`config.mk`:
```
export PLATFORM = sky130hd
export DESIGN_NAME = pipe_hazard_ctrl
export DESIGN_NICKNAME = d
export VERILOG_FILES = /design/src/rtl/pipe_hazard_ctrl.sv
export SDC_FILE = /design/constraint.sdc
export NUM_CORES = 1
export LEC_CHECK = 0
export ABC_AREA = 1
export ABC_CLOCK_PERIOD_IN_PS = 2400
export CAP_MARGIN = 20
export CORE_MARGIN = 1
export CORE_UTILIZATION = 50
export DETAILED_ROUTE_END_ITERATION = 12
export PLACE_DENSITY = 0.89
export SKIP_LAST_GASP = 1
export SLEW_MARGIN = 15
export SYNTH_ARGS = -nofsm -noshare
export SYNTH_HDL_FRONTEND = slang
export SYNTH_SLANG_ARGS = --single-unit
export TNS_END_PERCENT = 5
```
`constraint.sdc`:
```
create_clock -name clk -period 2.4 [get_ports clk]
set_input_delay 0.6 -clock clk [delete_from_list [all_inputs] [get_ports clk]]
set_output_delay 0.6 -clock clk [all_outputs]
set_load 0.05 [all_outputs]
```
`src/rtl/pipe_hazard_ctrl.sv`:
```
// Pipeline hazard controller: load-use / RAW stall detection, branch flush and EX operand forwarding.
// Optional feature macro: PIPE_HAZARD_FWD_EN (defined = EX/MEM and MEM/WB forwarding; undefined = stall until write-back).
module pipe_hazard_ctrl #(
  parameter int REG_AW   = 4,
  parameter int ZERO_REG = 1,
  parameter int CNT_W    = 16
) (
  input  logic              clk,
  input  logic              rst,
  input  logic              id_valid,
  input  logic [REG_AW-1:0] id_rs,
  input  logic [REG_AW-1:0] id_rt,
  input  logic              id_use_rs,
  input  logic              id_use_rt,
  input  logic [REG_AW-1:0] id_rd,
  input  logic              id_regwrite,
  input  logic              id_memread,
  input  logic              ex_branch_taken,
  output logic              pc_write,
  output logic              ifid_write,
  output logic              idex_bubble,
  output logic              ifid_flush,
  output logic              idex_flush,
  output logic [1:0]        fwd_a,
  output logic [1:0]        fwd_b,
  output logic [CNT_W-1:0]  stall_cnt
);

  localparam logic [CNT_W-1:0] CNT_ONE = CNT_W'(1);

  typedef struct packed {
    logic              valid;
    logic [REG_AW-1:0] rd;
    logic              regwrite;
    logic              memread;
  } dst_t;

  typedef struct packed {
    dst_t              dst;
    logic [REG_AW-1:0] rs;
    logic [REG_AW-1:0] rt;
    logic              use_rs;
    logic              use_rt;
  } ex_t;

  ex_t              ex_q, ex_d;
  dst_t             mem_q, mem_d;
  dst_t             wb_q, wb_d;
  logic [CNT_W-1:0] stall_cnt_q, stall_cnt_d;
  logic             hazard;
  logic             stall;

  // A stage produces register r; register 0 never counts when hard-wired.
  function automatic logic writes(input dst_t s, input logic [REG_AW-1:0] r);
    return s.valid && s.regwrite && (s.rd == r) && !((ZERO_REG != 0) && (r == '0));
  endfunction

  function automatic logic src_hit(input dst_t s,
                                   input logic [REG_AW-1:0] rs, input logic use_rs,
                                   input logic [REG_AW-1:0] rt, input logic use_rt);
    return (use_rs && writes(s, rs)) || (use_rt && writes(s, rt));
  endfunction

`ifdef PIPE_HAZARD_FWD_EN
  function automatic logic [1:0] fwd_sel(input dst_t m, input dst_t w,
                                         input logic use_r, input logic [REG_AW-1:0] r);
    if (use_r && writes(m, r)) return 2'b01;
    if (use_r && writes(w, r)) return 2'b10;
    return 2'b00;
  endfunction

  // Only a load in EX cannot be forwarded in time.
  assign hazard = id_valid && ex_q.dst.memread &&
                  src_hit(ex_q.dst, id_rs, id_use_rs, id_rt, id_use_rt);
  assign fwd_a  = ex_q.dst.valid ? fwd_sel(mem_q, wb_q, ex_q.use_rs, ex_q.rs) : 2'b00;
  assign fwd_b  = ex_q.dst.valid ? fwd_sel(mem_q, wb_q, ex_q.use_rt, ex_q.rt) : 2'b00;

  logic unused_bits;
  assign unused_bits = ^{mem_q.memread, wb_q.memread};
`else
  // Register file writes in the first half-cycle, so a producer in WB is already visible.
  assign hazard = id_valid &&
                  (src_hit(ex_q.dst,  id_rs, id_use_rs, id_rt, id_use_rt) ||
                   src_hit(mem_q,     id_rs, id_use_rs, id_rt, id_use_rt));
  assign fwd_a  = 2'b00;
  assign fwd_b  = 2'b00;

  logic unused_bits;
  assign unused_bits = ^{wb_q, mem_q.memread, ex_q.dst.memread, ex_q.rs, ex_q.rt,
                         ex_q.use_rs, ex_q.use_rt};
`endif

  assign stall       = hazard && !ex_branch_taken;
  assign pc_write    = !stall;
  assign ifid_write  = !stall;
  assign idex_bubble = stall;
  assign ifid_flush  = ex_branch_taken;
  assign idex_flush  = ex_branch_taken;
  assign stall_cnt   = stall_cnt_q;

  always_comb begin
    ex_d        = '0;
    mem_d       = ex_q.dst;
    wb_d        = mem_q;
    stall_cnt_d = stall_cnt_q;
    if (id_valid && !stall && !ex_branch_taken) begin
      ex_d.dst.valid    = 1'b1;
      ex_d.dst.rd       = id_rd;
      ex_d.dst.regwrite = id_regwrite;
      ex_d.dst.memread  = id_memread;
      ex_d.rs           = id_rs;
      ex_d.rt           = id_rt;
      ex_d.use_rs       = id_use_rs;
      ex_d.use_rt       = id_use_rt;
    end
    if (stall && (stall_cnt_q != '1)) begin
      stall_cnt_d = stall_cnt_q + CNT_ONE;
    end
  end

  always_ff @(posedge clk) begin
    if (rst) begin
      ex_q        <= '0;
      mem_q       <= '0;
      wb_q        <= '0;
      stall_cnt_q <= '0;
    end else begin
      ex_q        <= ex_d;
      mem_q       <= mem_d;
      wb_q        <= wb_d;
      stall_cnt_q <= stall_cnt_d;
    end
  end

endmodule
```
==> results of run 1 <==
==> layout make-up <==
cell class / count / area (um2) / share of cell area, %
Inverter: 71 / 270 / 11.4
Sequential cell: 28 / 561 / 23.7
Tap cell: 46 / 57.6 / 2.43
Multi-Input combinational cell: 205 / 990 / 41.8
Clock buffer: 4 / 55.1 / 2.32
Timing Repair Buffer: 44 / 435 / 18.4
==> metal layers <==
| metal | GRT usage, % | part of all wire (%) | wire (um) | vias up |
|---|---|---|---|---|
| met5 | 0 | 0 | 0 | - |
| met4 | 9.09 | 1.5 | 60 | 0 |
| met3 | 2.90 | 4.0 | 159 | 5 |
| met2 | 37.2 | 49 | 1960 | 44 |
| met1 | 25.2 | 45 | 1790 | 840 |
| li1 | - | - | - | 1010 |
==> report_power, final <==
part           internal (mW)  leakage (nW)  switching (mW)
clock network          0.147        0.0288           0.153
registers              0.469         0.226         0.00268
logic                 0.0485         0.881          0.0769
total                  0.665          1.14           0.233
==> Yosys cell counts, types with 2 or more instances <==
| library cell | instances | area (um2) |
|---|---|---|
| nand2_1 | 93 | 349 |
| inv_1 | 67 | 251 |
| nor2_1 | 48 | 180 |
| dfxtp_1 | 28 | 561 |
| nand4_1 | 20 | 125 |
| nand3_1 | 19 | 95.1 |
| buf_4 | 8 | 60.1 |
| inv_2 | 3 | 11.3 |
| nand3_2 | 3 | 30.0 |
| nor2_4 | 3 | 33.8 |
| buf_2 | 2 | 10.0 |
| buf_6 | 2 | 22.5 |
| clkbuf_1 | 2 | 7.51 |
| nor3_1 | 2 | 10.0 |
==> per-stage QoR <==
step | setup TNS, ns | cells | hold WS (ns) | total power, mW | setup WS (ns)
detailed placement | -0.926 | 394 | 0.416 | 0.613 | -0.256
finish | 0 | 398 | 0.427 | 0.898 | 0.168
global placement | -0.716 | 394 | 0.411 | 0.610 | -0.241
global route | 0 | 398 | 0.449 | 0.939 | 0.00419
floorplan | 0 | 318 | 0.403 | 0.561 | 0.118
CTS | 0 | 398 | 0.432 | 0.903 | 0.0134
==> path summary, 6_finish.rpt <==
kind	start	end	slack (ns)
setup / recovery	id_valid	idex_bubble	0.17
hold reg to reg	ex_q[11]	mem_q[1]	0.43
hold / removal	ex_q[11]	mem_q[1]	0.43
setup reg to reg	ex_q[15]	stall_cnt[1]	0.65
==> worst max-delay path: stages <==
cell and delay (ns):
clkdlybuf4s50_1 0.45, inv_1 0.04, nor2_2 0.22, nand2_8 0.10, clkinvlp_4 0.09, buf_12 0.13
==> flip-flops by register name, indices dropped and copies added (netlist names) <==
| name | count |
|---|---|
| mem_q | 6 |
| ex_q | 6 |
| stall_cnt | 16 |
==> cells by family after synthesis <==
kind of cell	synth area share, %
AO/OA/AOI/OAI	1.40
XOR/XNOR	0.933
adder cells (fa/ha/maj)	0.666
buffers and inverters	19.5
flip-flops	29.8
other	0.200
AND/OR/NAND/NOR	47.4
==> timing repair <==
action                                  4_1_cts  5_1_grt
pin swaps                                     6        0
hold buffers                                  0        0
gates resized for setup                      13       17
endpoints found under the setup margin        3        3
setup buffers                                 0        0
cloned                                        0        0
==> impl_results.md, run 1 <==
* Clk Latency, worst-skew pair at approximately 0.29 ns
* Mapped Area at 1880 um2
* First DRT Iteration DRCs at a little over 80
* Global-route wire length before repair at between 6 and 7 mm
* Placement Cell Area at 2340 um2
* Crit-path max FO at 3
* Syn avg cell area at ~6.0 um2
* Drt first pass iters at 4
* Period utilization at about 93%
* Crit path required time at about 1.8 ns
* Total track usage at between 20% and 30%
* Post-synthesis register bit count at 28
* Die area at approximately 4000 um2
* Vias per cell at about 4.8
* Initial antenna violation count at 0
* Power per cell area at 379 nW/um2
* RSZ-0062 raised after global routing: false
* Most frequent cells in the layout: nand2_1, inv_1, nor2_1
* Tmin final at 2.23 ns
* Num CTS Buffers at 3
* Port-buffer cells at 39
* Vias in the first global route at between 1500 and 2000
* Row cnt at 21
* Cell count of the worst reg-to-reg path at 13
* Largest net degree at the start of global routing at 32
* Status: complete, no violations
* I/O pin count at 45
* EDFF count, synth at 0
* Max Clk Rate at about 450 MHz
* Sequential area share after synthesis at between 20% and 30%
* Detailed-route DRC error count at 0
* Die H at about 63 um
* # fillers at ~300
* Clock transition at path regs at around 0.090 ns
* Max Clock Skew at 0.0107 ns
* Final Hold Viols at 0
* FFs w/ async S/R, synth at 0%
* Commonest non-fill, non-tap cell in the layout: nand2_1
* CTS tree: built
* YS warnings at 0
* Share of cells above drive strength 1 at around an eighth
* Area Overhead vs Synth at 26.1%
* Hold depth at 2
* Max-Cap Viols at 0
* Synth Instances at roughly 320
* Setup CP Type: in2out
* Die width at between 60 and 70 um
* # nets final at 374
* Routability cong. at about 0.85
* Total gr overflow at 0
* Unique masters post-synth at 29
* Final setup viols at 0
* Worst-margin pin slew at between 0.5 and 0.6 ns
* Routed WL at between 3 and 4 mm
* Clock H-tree levels at 1
* Clk root buf: clkbuf_8
* Leakage dissipation at about 1.1 nW
* CP startpoint kind: input port
* CTS Buffer Depth at 2
* CP Capture Type: primary output
* Wirelength per Cell at ~10 um
* Initial Util at ~54%
* Dpl hpwl at between 2 and 3 mm
* Core Area at 3470 um2
* Clock Sinks at 28
* Worst Path Arrival at 1.63 ns
* Slew headroom at roughly 67%
* Main flop type after synthesis: dfxtp_1
* Final ANT Viol Nets at 0
* Fin area at approximately 2400 um2
* Pins Over Slew Limit at 0
* Fin util at between 60 and 70%
* Worst min path class: reg2reg
* VDD IR-drop max at roughly 0.00026 V
* DR vias at 1899
* Diodes inserted at 0
Note: power is estimated with default switching activity, not from simulation.
==> run 2, diff against run 1 <==
CAP_MARGIN = 30   (was 20)
==> results of run 2 <==
Same layout as run 1: the final DEF is identical, and so are final timing and power.
